### config.mk
export PLATFORM = sky130hd
export DESIGN_NAME = mic_frame_scheduler
export DESIGN_NICKNAME = d
export VERILOG_FILES = /design/src/rtl/mic_frame_scheduler.sv
export SDC_FILE = /design/constraint.sdc
export NUM_CORES = 1
export LEC_CHECK = 0
export CAP_MARGIN = 20
export CORE_MARGIN = 2
export CORE_UTILIZATION = 45
export CTS_BUF_LIST = sky130_fd_sc_hd__clkbuf_4
export CTS_CLUSTER_SIZE = 25
export DETAILED_ROUTE_END_ITERATION = 6
export PLACE_DENSITY = 0.94
export SLEW_MARGIN = 0
export SYNTH_ARGS = -nofsm -noshare
export SYNTH_HDL_FRONTEND = slang
export SYNTH_SLANG_ARGS = --single-unit
### constraint.sdc
create_clock -name clk -period 5.1 [get_ports clk]
set_input_delay 1.02 -clock clk [delete_from_list [all_inputs] [get_ports clk]]
set_output_delay 1.02 -clock clk [all_outputs]
set_load 0.01 [all_outputs]
### src/rtl/mic_frame_scheduler.sv
// Walks NUM_MICS PCM FIFOs once per SPI chip-select frame. Each sample is prefetched into a
// staging word ahead of spi_slave's dataNeeded. Build macro FRAME_HDR_EN adds a header word per frame.
module mic_frame_scheduler #(
  parameter int NUM_MICS  = 9,
  parameter int BIT_WIDTH = 19
) (
  input  logic                          clk,
  input  logic                          reset_n,
  input  logic                          ssel,
  input  logic                          data_needed,
  input  logic [NUM_MICS-1:0]           fifo_rdempty,
  input  logic [NUM_MICS*BIT_WIDTH-1:0] fifo_q,
  output logic [NUM_MICS-1:0]           fifo_rdreq,
  output logic [23:0]                   spi_data_to_send,
  output logic                          frame_active,
  output logic                          frame_done,
  output logic                          frame_abort,
  output logic [2:0]                    dbg_state
);

  localparam int MIC_W = (NUM_MICS > 1) ? $clog2(NUM_MICS) : 1;
  localparam logic [MIC_W-1:0] LAST_MIC = MIC_W'(NUM_MICS - 1);
  localparam logic [23:0] UNDERRUN_WORD = 24'h800000;

  typedef enum logic [2:0] {
    S_IDLE   = 3'd0,
    S_HDR    = 3'd1,
    S_FETCH  = 3'd2,
    S_LATCH  = 3'd3,
    S_WAIT   = 3'd4,
    S_FINISH = 3'd5
  } state_t;

`ifdef FRAME_HDR_EN
  localparam state_t S_FIRST = S_HDR;
`else
  localparam state_t S_FIRST = S_FETCH;
`endif

  // Handshake: a frame is framed by ssel low; each synchronised rising edge of data_needed
  // consumes exactly one word, and the word is on spi_data_to_send from the following cycle.

  // [0],[1] are the synchroniser stages, [2] is the previous synchronised value for edge detect.
  logic [2:0] ssel_sync;
  logic [2:0] dn_sync;
  logic       ssel_fall, ssel_rise, dn_rise;

  always_ff @(posedge clk or negedge reset_n) begin
    if (!reset_n) begin
      ssel_sync <= 3'b111;
      dn_sync   <= 3'b000;
    end else begin
      ssel_sync <= {ssel_sync[1:0], ssel};
      dn_sync   <= {dn_sync[1:0], data_needed};
    end
  end

  assign ssel_fall = ssel_sync[2] & ~ssel_sync[1];
  assign ssel_rise = ~ssel_sync[2] & ssel_sync[1];
  assign dn_rise   = ~dn_sync[2] & dn_sync[1];

  logic [BIT_WIDTH-1:0] q_arr [NUM_MICS];
  for (genvar g = 0; g < NUM_MICS; g++) begin : g_q
    assign q_arr[g] = fifo_q[g*BIT_WIDTH +: BIT_WIDTH];
  end

  state_t           state, state_n;
  logic [MIC_W-1:0] mic, mic_n;
  logic             pend, pend_n;
  logic             was_empty, was_empty_n;
  logic [23:0]      staging, staging_n;
  logic [23:0]      spi_n;

`ifdef FRAME_HDR_EN
  logic [7:0] frame_cnt, frame_cnt_n;
  logic [7:0] urun_cur, urun_cur_n;
  logic [7:0] urun_prev, urun_prev_n;
`endif

  always_ff @(posedge clk or negedge reset_n) begin
    if (!reset_n) begin
      state            <= S_IDLE;
      mic              <= '0;
      pend             <= 1'b0;
      was_empty        <= 1'b0;
      staging          <= '0;
      spi_data_to_send <= '0;
`ifdef FRAME_HDR_EN
      frame_cnt        <= '0;
      urun_cur         <= '0;
      urun_prev        <= '0;
`endif
    end else begin
      state            <= state_n;
      mic              <= mic_n;
      pend             <= pend_n;
      was_empty        <= was_empty_n;
      staging          <= staging_n;
      spi_data_to_send <= spi_n;
`ifdef FRAME_HDR_EN
      frame_cnt        <= frame_cnt_n;
      urun_cur         <= urun_cur_n;
      urun_prev        <= urun_prev_n;
`endif
    end
  end

  always_comb begin
    state_n     = state;
    mic_n       = mic;
    pend_n      = pend;
    was_empty_n = was_empty;
    staging_n   = staging;
    spi_n       = spi_data_to_send;
    fifo_rdreq  = '0;
    frame_abort = 1'b0;
`ifdef FRAME_HDR_EN
    frame_cnt_n = frame_cnt;
    urun_cur_n  = urun_cur;
    urun_prev_n = urun_prev;
    if (state == S_FINISH) begin
      frame_cnt_n = frame_cnt + 8'd1;
      urun_prev_n = urun_cur;
    end
`endif

    // Requests outside a frame are answered with an all-zero word.
    if (dn_rise && (state == S_IDLE || state == S_FINISH))
      spi_n = '0;

    if (ssel_rise && state != S_IDLE) begin
      state_n     = S_IDLE;
      mic_n       = '0;
      pend_n      = 1'b0;
      frame_abort = (state != S_FINISH);
    end else if (ssel_fall) begin
      state_n = S_FIRST;
      mic_n   = '0;
      pend_n  = 1'b0;
`ifdef FRAME_HDR_EN
      urun_cur_n = '0;
`endif
    end else begin
      case (state)
`ifdef FRAME_HDR_EN
        S_HDR: begin
          if (dn_rise) begin
            spi_n   = {8'hA5, frame_cnt, urun_prev};
            state_n = S_FETCH;
          end
        end
`endif
        S_FETCH: begin
          was_empty_n = fifo_rdempty[mic];
          fifo_rdreq[mic] = ~fifo_rdempty[mic];
          if (dn_rise) pend_n = 1'b1;
          state_n = S_LATCH;
        end
        S_LATCH: begin
          // Non-show-ahead FIFO: q carries the sample one cycle after rdreq.
          staging_n = was_empty ? UNDERRUN_WORD : {1'b0, 23'(q_arr[mic])};
`ifdef FRAME_HDR_EN
          if (was_empty) urun_cur_n = urun_cur + 8'd1;
`endif
          if (dn_rise) pend_n = 1'b1;
          state_n = S_WAIT;
        end
        S_WAIT: begin
          if (dn_rise || pend) begin
            spi_n  = staging;
            pend_n = 1'b0;
            if (mic == LAST_MIC) begin
              state_n = S_FINISH;
            end else begin
              mic_n   = mic + MIC_W'(1);
              state_n = S_FETCH;
            end
          end
        end
        S_FINISH: state_n = S_IDLE;
        default:  state_n = S_IDLE;
      endcase
    end
  end

  assign frame_active = (state == S_HDR) || (state == S_FETCH) ||
                        (state == S_LATCH) || (state == S_WAIT);
  assign frame_done   = (state == S_FINISH);
  assign dbg_state    = state;

endmodule

======== After elaboration in Yosys (flattened, before gate mapping) ========
Cells that the tools add are included.
operators by class
  add/subtract/negate cells ............... 1
  order comparisons ....................... 3
  equality and inequality tests ........... 10
  multiplexer cells ....................... 32
  bitwise logic cells ..................... 11
  reduce and logical (&&, ||, !) cells .... 18
operators with widths
  operator             number
  $mux 24              6
  $bmux 19 s4          1
  $mux 19              2
  $mux 9               3
  $mux 4               5
  $mux 3               4
  $reduce_and 3->1     4
  $and 9x9->9          1
  $pmux 3 s3           1
  $reduce_bool 3->1    3
  $mux 1               7
  $eq 3x2->1 const B   2
  $eq 3x3->1 const B   2
  $ne 3x3->1 const B   2
  $not 1->1            6
  $ge 5x5->1 const B   1
  $logic_or 1x1->1     5
  $lt 4x5->1 const B   1
  $not 4->5            1
  $add 4x1->4 const B  1
  $bmux 1 s4           1
  $demux 1 s4          1
  $eq 4x4->1 const B   1
  $ge 4x1->1 const B   1
  other kinds (9)      13
word-level totals
  bits in registers ....................... 63
  input bits .............................. 184
  output and inout bits ................... 39
  word-level logic and storage cells ...... 83

======== Logic depth before layout (Yosys ltp) ========
Gate-level depths: netlist of the first run.
  depth after elaboration ................. 8
  gate-level depth with buffers ........... 8
  mapped depth without buffers ............ 6

======== Least setup slack after synthesis of the first run ========
No wires, ideal clock.
  path kind ............................... input to output
  start ................................... input port fifo_rdempty[1]
  end ..................................... output port fifo_rdreq[0]
  data arrival time ....................... 1.975 ns
  data required time ...................... 4.080 ns
  path slack .............................. 2.105 ns
  stages on the path ...................... 4
  buffers on the path ..................... 1
  cell sequence ........................... mux2_4 a221o_1 buf_4 a21oi_1
between the ends
  longest elaborated chain between the ends .. 7
RTL lines
  item                          RTL line  RTL
  start: declaration            11        input logic [NUM_MICS-1:0] fifo_rdempty,
  $bmux 1 s4                    155       fifo_rdreq[mic] = ~fifo_rdempty[mic];
  $mux 1 (not written as such)  155
  $not 1->1                     155
  $and 9x9->9 (no source line)  -
  $mux 9                        144       case (state)
  $mux 9                        136       end else if (ssel_fall) begin
  $mux 9                        131       if (ssel_rise && state != S_IDLE) begin
  end: declaration              13        output logic [NUM_MICS-1:0] fifo_rdreq,
Every way passes these cells. The select of a mux whose other input is x is not followed.

======== Worst setup path after layout of the first run ========
  start ................................... register mic[0]
  end ..................................... output port fifo_rdreq[4]
between the ends
  longest elaborated chain between the ends .. 8
  elaborated cells between the ends (all ways) .. 12
  classes of those cells .................. order compare: 2; mux: 7; bitwise: 2; reduce/logical: 1
RTL lines
  item                                                                   RTL line  RTL
  start: declaration                                                     68        logic [MIC_W-1:0] mic, mic_n;
  start signal: assignment                                               95        mic <= mic_n;
  $lt 4x5->1 (not written as such) / $ge 4x1->1 (equally long branches)  155
  $logic_and 1x1->1 (not written as such)                                155
  $mux 1 (not written as such)                                           155
  $demux 1 s4                                                            155
  $and 9x9->9 (no source line) (*)                                       -
  $mux 9 (*)                                                             144
  $mux 9 (*)                                                             136
  $mux 9 (*)                                                             131
Mark *: on every way between the ends. The rest lies on a longest branch, timed or not. The select of a mux whose other input is x is not followed.

==> results of run 1 <==
power groups by stage:
stage	Clock (mW)	Sequential (mW)	Combinational, mW
finish	0.293	0.653	0.647
floorplan	0	0.624	0.378
global placement	0	0.652	0.617
detailed placement	0	0.659	0.637
CTS	0.295	0.649	0.639
global route	0.316	0.666	0.705
worst max-delay path by stage:
stage | cells after the start | to
after floorplan | 4 | fifo_rdreq[0]
after global placement | 5 | fifo_rdreq[8]
after detailed placement | 5 | fifo_rdreq[0]
after CTS | 4 | fifo_rdreq[0]
after global routing | 4 | fifo_rdreq[1]
final | 4 | fifo_rdreq[4]
final cells by class:
type | count | area (sq um)
clock buffer | 10 | 75.07
clock inverter | 6 | 42.54
fill | 683 | 2643
inverter | 43 | 161.4
multi-input combinational | 305 | 2456
sequential | 59 | 1483
tap | 129 | 161.4
timing repair buffer | 228 | 2262
layout by cell type, fill, tap and decap left out, drive strengths merged, types with 3 or more instances in the layout:
cell,n
o21ai,46
dfrtp,56
nor2b,6
inv,34
nand2,22
clkdlybuf4s50,221
a31o,19
buf,6
and2b,3
o221ai,21
clkinv,13
o211ai,21
mux2,20
nor3,4
nor2,25
ha,4
clkbuf,11
nand3b,4
mux2i,26
a21oi,30
nand2b,5
nand3,10
mux4,18
dfstp,3
sequential cells by signal (all words and copies together), names as in the netlist:
signal,flops
dn_sync,3
ssel_sync,3
dbg_state,3
mic,4
spi_data_to_send,24
was_empty,1
staging,20
pend,1
logic make-up (layout without fill, tap and decap cells):
logic type | count (synthesis) | after routing | synth area share, %
buffers and inverters | 83 | 287 | 9.338
muxes | 64 | 64 | 21.10
xor gates and xnor gates | 3 | 3 | 0.6072
and+or+nand+nor | 87 | 87 | 10.52
adders and majority gates | 4 | 4 | 1.156
DFF | 59 | 59 | 34.20
AOI/OAI and AO/OA | 147 | 147 | 23.07
layer usage:
metal	share of wire, %	global-route usage, %	vias to the layer above	wire, um
met3	7.5	5.062	37	1113
met2	50	46.26	257	7419
met1	39	37.11	2082	5716
met4	3.3	12.10	0	492
li1	-	-	2044	-
met5	0	0	-	0
cell usage after synthesis, drive strengths merged, types with 2 or more instances:
library cell and n:
a211oi 2, a21oi 30, a31o 19, and2b 3
buf 24, clkbuf 16, clkinv 9, dfrtp 56
dfstp 3, ha 4, inv 34, mux2 20
mux2i 26, mux4 18, nand2 22, nand2b 5
nand3 10, nand3b 4, nor2 25, nor2b 6
nor3 4, o211ai 21, o21ai 46, o221ai 21
or2 2, or3 2, xnor2 2
per-stage QoR:
| stage | hold WS [ns] | power (mW) |
|---|---|---|
| finish | 0.3696 | 1.592 |
| global route | 0.3707 | 1.687 |
| CTS | 0.3624 | 1.584 |
| detailed placement | 0.3494 | 1.296 |
| global placement | 0.3400 | 1.269 |
| floorplan | 0.3312 | 1.002 |
==> reports/results.ini, run 1 <==
[sta]
rsz0062_at_grt=false
clock.fmax_mhz=249.1
fin_crit_ns=4.015
worst_slew_pin_slew_ns=0.9509
final.setup.tns_ns=0
post-route-period-util_pct=78.73
relSlewSlack_pct=36.61
hold_viol_final=0
setup-violations-final=0
setup_ws_ns=1.085
finalMaxSlewViolations=0
clock_skew_ns=0.02141

[yosys]
yosysSeqAreaShare_pct=34.20
synth_ff_type=dfrtp_1
syn_nets=635
ys_types=53
synth.area.top_cells=dfrtp_1 32%, mux4_2 7.3%, mux2i_1 6.0%, o21ai_0 5.0%, mux2_2 4.7%
netlist_area_sq_um=4328
async_flop_share_pct=100.0
avgSynthCellArea_sq_um=9.682
synth-edff-count=0
synth_cells=447
synth_seq_cells=59
yosys_warnings=0
synth_top_area_share_pct=32.38
yosysTopAreaCell=dfrtp_1

[finish]
drive_gt1_share_pct=11.37
area_delta_synth_final_pct=53.45
antenna_cells=0
final_nets=834
fin_cells=780
design_area_sq_um=6641
final_util_pct=71.54

[worst_setup_path]
cp_slowest_cell=dfrtp_2
required_ns=4.08
r2r_start=mic[0]
worstPathMaxFanout=29
reg2reg_slack_ns=2.44
cp_cell_sequence=inv_1 > a221o_1 > a21oi_1 > clkdlybuf4s50_1
arrival_ns=3.00
cp-startpoint=mic[0]
crit_family=flip-flops
endpoint_kind=output port
cp-start-kind=register
crit_buf_inv=2
rr_worst_depth=6
critPathKind=reg -> out
cpPeakStageDelay_ns=0.93
worstReg2RegEnd=mic[2]

[global_route]
grt_pass1_vias=4443
grt_use_total_pct=28.27
antenna_found_initial=1
grt_pass1_wl_mm=22.49
overflow=0
grt_max_degree=60

[floorplan]
start_util_pct=46.62
die-width_um=102.1
num_io_pins=223
dieHeight_um=102.1
core_area_sq_um=9284
num_rows=35
die_area_sq_um=10420

[clock_tree]
cts_resized=0
post_cts_buffers=0
hold_buffers=0
cts_tree=done
cts-root-buf=clkbuf_4
cts_sinks=59
clkLatencyLatePin_ns=0.41
clk_pin_slew_ns=0.11
htree_levels=3
clockBufferDepth=2
cts_buffers=9

[placed_design]
gp_congestion=0.9043
placed_area_sq_um=6516
dp_cells=763
dp_hpwl_mm=11.67
port_buffers=222
dp_slack_ns=1.123

[route]
drt-initial-drc-count=258
wl_mm=14.74
dr_total_vias=4420
vias_per_cell=5.667
wire_per_inst_um=18.90
route.detailed.drc=0
drt_pre_antenna_iters=4
ant_nets=0

[min_path]
hold-path-endpoint=ssel_sync[1]
hold_path_class=reg -> reg
min_path_cells=0
min-delay-start=ssel_sync[0]

[run]
max_cap_viol_count=0

[power_and_ir_drop]
power_density_nw_per_um2=239.8
power.switching_mw=0.5724
intPower_mw=1.020
p_clk_share_pct=18.4
power_frac_seq_pct=41.0
power_frac_comb_pct=40.6
p_leak_nw=2.517
swShare_pct=35.95
ir_drop_v=0.0001203

[status]
status=finished, final reports clean

Note: power is estimated with default switching activity, not from simulation.
==> run 2: changes to the inputs <==
CORE_UTILIZATION = 42   (was 45)
PLACE_DENSITY = 0.89   (was 0.94)
clock period = 4.05 ns   (was 5.1 ns; I/O delays follow)
==> run 2 against run 1 <==
Power grew 34%. Clock skew shrank 0.0088 ns. Sequential share of layout area shrank 0.21 points. Register-to-register slack lost 0.87 ns. Core utilization shrank 5.7 points. Critical endpoint is now fifo_rdreq[5]. Largest cell class unchanged. Setup slack lost 0.60 ns. Flip-flop and latch count is the same. Hold slack lost 0.0086 ns. Critical path depth grew 1. Global-route usage shrank 2.3 points.
==> reports/results.ini, run 2 (synthesis gave the netlist of run 1 again) <==
[worst_setup_path]
crit_family=buffers and inverters
cp_slowest_cell=clkdlybuf4s50_1
reg2reg_slack_ns=1.57
cpPeakStageDelay_ns=0.58
cp_cell_sequence=clkdlybuf4s50_1 > mux2_4 > a221o_1 > a21oi_1 > clkdlybuf4s50_1
arrival_ns=2.76
r2r_start=mic[2]
required_ns=3.24
critPathKind=in -> out
path_common_cell=clkdlybuf4s50_1
worstPathMaxFanout=10
crit_buf_inv=2
worstReg2RegEnd=staging[12]
endpoint_kind=output port
rr_worst_depth=6
path_depth=5
cp-start-kind=primary input

[sta]
final.setup.tns_ns=0
fin_crit_ns=3.567
clock_skew_ns=0.01265
setup-violations-final=0
relSlewSlack_pct=33.63
worst_slew_pin_slew_ns=0.9956
post-route-period-util_pct=88.09
clock.fmax_mhz=280.3
hold_viol_final=0
finalMaxSlewViolations=0
rsz0062_at_grt=false

[power_and_ir_drop]
p_leak_nw=2.548
power_density_nw_per_um2=317.4
ir_drop_v=0.0001500
power_mw=2.128

[min_path]
hold-path-endpoint=ssel_sync[1]
min_path_cells=0
min-delay-start=ssel_sync[0]
hold_path_class=reg -> reg

[placed_design]
gp_congestion=0.9254
port_buffers=222
dp_cells=773
dp_hpwl_mm=11.78

[route]
route.detailed.drc=0
dr_total_vias=4366
drt-initial-drc-count=226
ant_nets=0
vias_per_cell=5.527
drt_pre_antenna_iters=5
wire_per_inst_um=18.69
wl_mm=14.77

[global_route]
overflow=0
grt_max_degree=42
antenna_found_initial=1
grt_pass1_wl_mm=22.51
grt_use_total_pct=25.99
grt_pass1_vias=4315

[finish]
final_nets=836
drive_gt1_share_pct=11.33
regMostFlops=spi_data_to_send
area_delta_synth_final_pct=54.93
multi_input_area_sq_um=2456
layout_commonest_cell=clkdlybuf4s50_1
largestRegisters=spi_data_to_send (24), staging (20), mic (4)
final_cell_mix=221 x clkdlybuf4s50_1, 54 x dfrtp_1, 43 x o21ai_0
seq_area_sq_um=1483
fin_cells=790
num-fill-cells=829
largest_reg_flops=24

[clock_tree]
cts_sinks=59
htree_levels=3
cts-root-buf=clkbuf_4
hold_buffers=0
clockBufferDepth=2
clk_pin_slew_ns=0.10
cts_resized=0
cts_tree=done
post_cts_buffers=0
cts_buffers=9
clkLatencyLatePin_ns=0.42

[floorplan]
num_rows=37
core_area_sq_um=10180
dieHeight_um=105.5
die-width_um=105.5
num_io_pins=223
die_area_sq_um=11130
start_util_pct=42.49

[run]
max_cap_viol_count=0

[status]
status=finished, final reports clean

run 2: routing by layer:
| metal | share of wire, % | up-vias | global-route usage [%] |
|---|---|---|---|
| met5 | 0 | - | 0 |
| met4 | 2.2 | 0 | 8.835 |
| met3 | 6.8 | 26 | 3.463 |
| met2 | 50 | 212 | 43.41 |
| met1 | 41 | 2077 | 34.86 |
| li1 | - | 2051 | - |
run 2: how the worst max path moves through the flow:
stage                     from       endpoint
6_report       fifo_rdempty[1]  fifo_rdreq[5]
5_1_grt                 mic[2]  fifo_rdreq[7]
3_3_place_gp   fifo_rdempty[1]  fifo_rdreq[8]
3_5_place_dp   fifo_rdempty[1]  fifo_rdreq[5]
2_1_floorplan  fifo_rdempty[1]  fifo_rdreq[0]
4_1_cts        fifo_rdempty[1]  fifo_rdreq[5]
run 2: area by class of cell:
| class | instances | share of cell area [%] |
|---|---|---|
| inverter | 43 | 2.407 |
| timing repair buffer | 230 | 33.96 |
| clock buffer | 10 | 1.120 |
| sequential | 59 | 22.11 |
| antenna | 1 | 0.03732 |
| multi-input combinational | 305 | 36.63 |
| tap | 136 | 2.538 |
| clock inverter | 6 | 1.194 |
run 2: through the flow:
stage | util [%] | hold WS [ns] | area (sq um) | setup slack [ns]
final | 65.84 | 0.3610 | 6705 | 0.4825
after detailed placement | 64.29 | 0.3410 | 6548 | 0.5096
after global routing | 65.84 | 0.3699 | 6705 | 0.4092
after CTS | 65.81 | 0.3624 | 6703 | 0.5092
after global placement | 64.29 | 0.3353 | 6548 | 0.5702
after floorplan | - | 0.3312 | 4328 | 1.475
run 2: power by group:
part	switching [mW]	internal, mW
sequential	0.101	0.717
clock	0.226	0.252
combinational	0.395	0.436
==> run 3: changes to the inputs <==
CORE_UTILIZATION = 55   (was 42)
CTS_CLUSTER_DIAMETER = 150   (was default)
DONT_BUFFER_PORTS = 1   (was default)
PLACE_DENSITY = 0.75   (was 0.89)
==> run 3 against run 2 <==
Non-clock buffer count is 226 lower. Final cell count is 33% lower. Flip-flop and latch count stayed put. Setup slack better by 0.21 ns. Count of clock-buffer cells in the layout is 1 lower. Via count is 21% lower. Critical endpoint is now fifo_rdreq[3]. Largest cell class unchanged. Highest routed layer unchanged.
==> reports/results.ini, run 3 (synthesis gave the netlist of run 1 again) <==
[power_and_ir_drop]
p_clk_share_pct=22.1
swShare_pct=36.34
power_frac_seq_pct=47.3
power.switching_mw=0.6398
power_density_nw_per_um2=402.2
power_mw=1.761
p_leak_nw=1.659
ir_drop_v=0.0001643
intPower_mw=1.121
power_frac_comb_pct=30.6

[route]
route.detailed.drc=0
vias_per_cell=6.497
drt_pre_antenna_iters=4
wire_per_inst_um=22.10
wl_mm=11.69
ant_nets=0
dr_total_vias=3437
drt-initial-drc-count=220

[floorplan]
start_util_pct=56.30
die-width_um=92.71
dieHeight_um=92.71
core_area_sq_um=7687
num_rows=32
num_io_pins=223
die_area_sq_um=8594

[finish]
drive_gt1_share_pct=15.53
largest_reg_flops=24
largestRegisters=spi_data_to_send (24), staging (20), mic (4)
layout_commonest_cell=dfrtp_1
final_cell_mix=54 x dfrtp_1, 43 x o21ai_0, 34 x inv_1
area_delta_synth_final_pct=1.128
multi_input_area_sq_um=2456
final_nets=610
num-fill-cells=726
seq_area_sq_um=1483
regMostFlops=spi_data_to_send
final_util_pct=56.93

[worst_setup_path]
arrival_ns=2.55
endpoint_kind=output port
rr_worst_depth=6
cp-start-kind=register
worstPathMaxFanout=11
reg2reg_slack_ns=1.45
required_ns=3.24
worstReg2RegEnd=mic[3]
r2r_start=mic[0]
critPathKind=reg -> out

[placed_design]
port_buffers=0
gp_congestion=0.8469
dp_hpwl_mm=8.883

[clock_tree]
cts_resized=0
cts_buffers=9
cts_sinks=59
cts_tree=done
htree_levels=3
cts-root-buf=clkbuf_4
hold_buffers=0
clockBufferDepth=2
clkLatencyLatePin_ns=0.41
post_cts_buffers=0
clk_pin_slew_ns=0.11

[sta]
setup-violations-final=0
relSlewSlack_pct=26.41
clock_skew_ns=0.01945
rsz0062_at_grt=false
fin_crit_ns=3.356
post-route-period-util_pct=82.87
worst_slew_pin_slew_ns=1.095
hold_viol_final=0
clock.fmax_mhz=298.0
final.setup.tns_ns=0
finalMaxSlewViolations=0

[global_route]
antenna_found_initial=2
grt_pass1_wl_mm=17.35
grt_use_total_pct=26.57
overflow=0
grt_pass1_vias=3251
grt_max_degree=67

[run]
max_cap_viol_count=0

[min_path]
hold_path_class=in -> async

[status]
status=finished, final reports clean

==> run 3: cell count changes in the layout (fill, tap and decap cells not counted) <==
cell | before | now
diode_2 | 1 | 2
bufinv_16 | 2 | 1
clkdlybuf4s50_1 | 221 | 0
clkinv_1 | 11 | 12
clkinvlp_4 | 1 | 0
clkbuf_4 | 10 | 9
buf_2 | 1 | 0
buf_4 | 8 | 4
==> run 3: layer usage <==
metal / global-route usage (%) / share of wire, % / up-vias
li1: - / - / 1595
met1: 35.47 / 40 / 1647
met2: 42.15 / 49 / 166
met3: 7.486 / 8.3 / 29
met4: 8.578 / 2.4 / 0
met5: 0 / 0 / -
==> run 3: worst max-delay path by stage <==
stage,startpoint,to,slack (ns),depth (start not counted)
5_1_grt,dbg_state[2],fifo_rdreq[5],0.54,4
6_report,dbg_state[2],fifo_rdreq[3],0.69,4
4_1_cts,dbg_state[2],fifo_rdreq[3],0.75,4
3_3_place_gp,mic[0],fifo_rdreq[7],1.29,3
2_1_floorplan,fifo_rdempty[1],fifo_rdreq[0],1.47,4
3_5_place_dp,dbg_state[2],fifo_rdreq[3],1.22,4
==> run 3: worst max-delay path, stage by stage, from the launching register on <==
cell and delay [ns]:
dfrtp_1 0.50, nand2b_1 0.29, nor3_1 0.88, nand3_1 0.19, a21oi_1 0.28
==> run 3: power groups by stage <==
stage	logic, mW	registers, mW	clock network [mW]
after floorplan	0.476	0.786	0
after global placement	0.520	0.837	0
after detailed placement	0.535	0.845	0
after CTS	0.536	0.832	0.393
after global routing	0.594	0.849	0.424
final	0.538	0.833	0.389
==> run 3: through the flow <==
step | cell area [sq um] | hold slack, ns | cells | setup slack (ns)
after floorplan | 4328 | 0.3312 | 447 | 1.475
after global placement | 4258 | 0.3469 | 513 | 1.291
after detailed placement | 4258 | 0.3495 | 513 | 1.221
after CTS | 4372 | 0.06366 | 527 | 0.7524
after global routing | 4372 | 0.04405 | 527 | 0.5417
final | 4377 | 0.07414 | 529 | 0.6939
==> run 3: cell type report <==
type,count,share of cell area (%)
multi-input combinational,305,56.12
sequential,59,33.88
inverter,43,3.688
tap,102,2.916
clock buffer,9,1.544
clock inverter,5,1.058
timing repair buffer,4,0.6861
antenna,2,0.1144
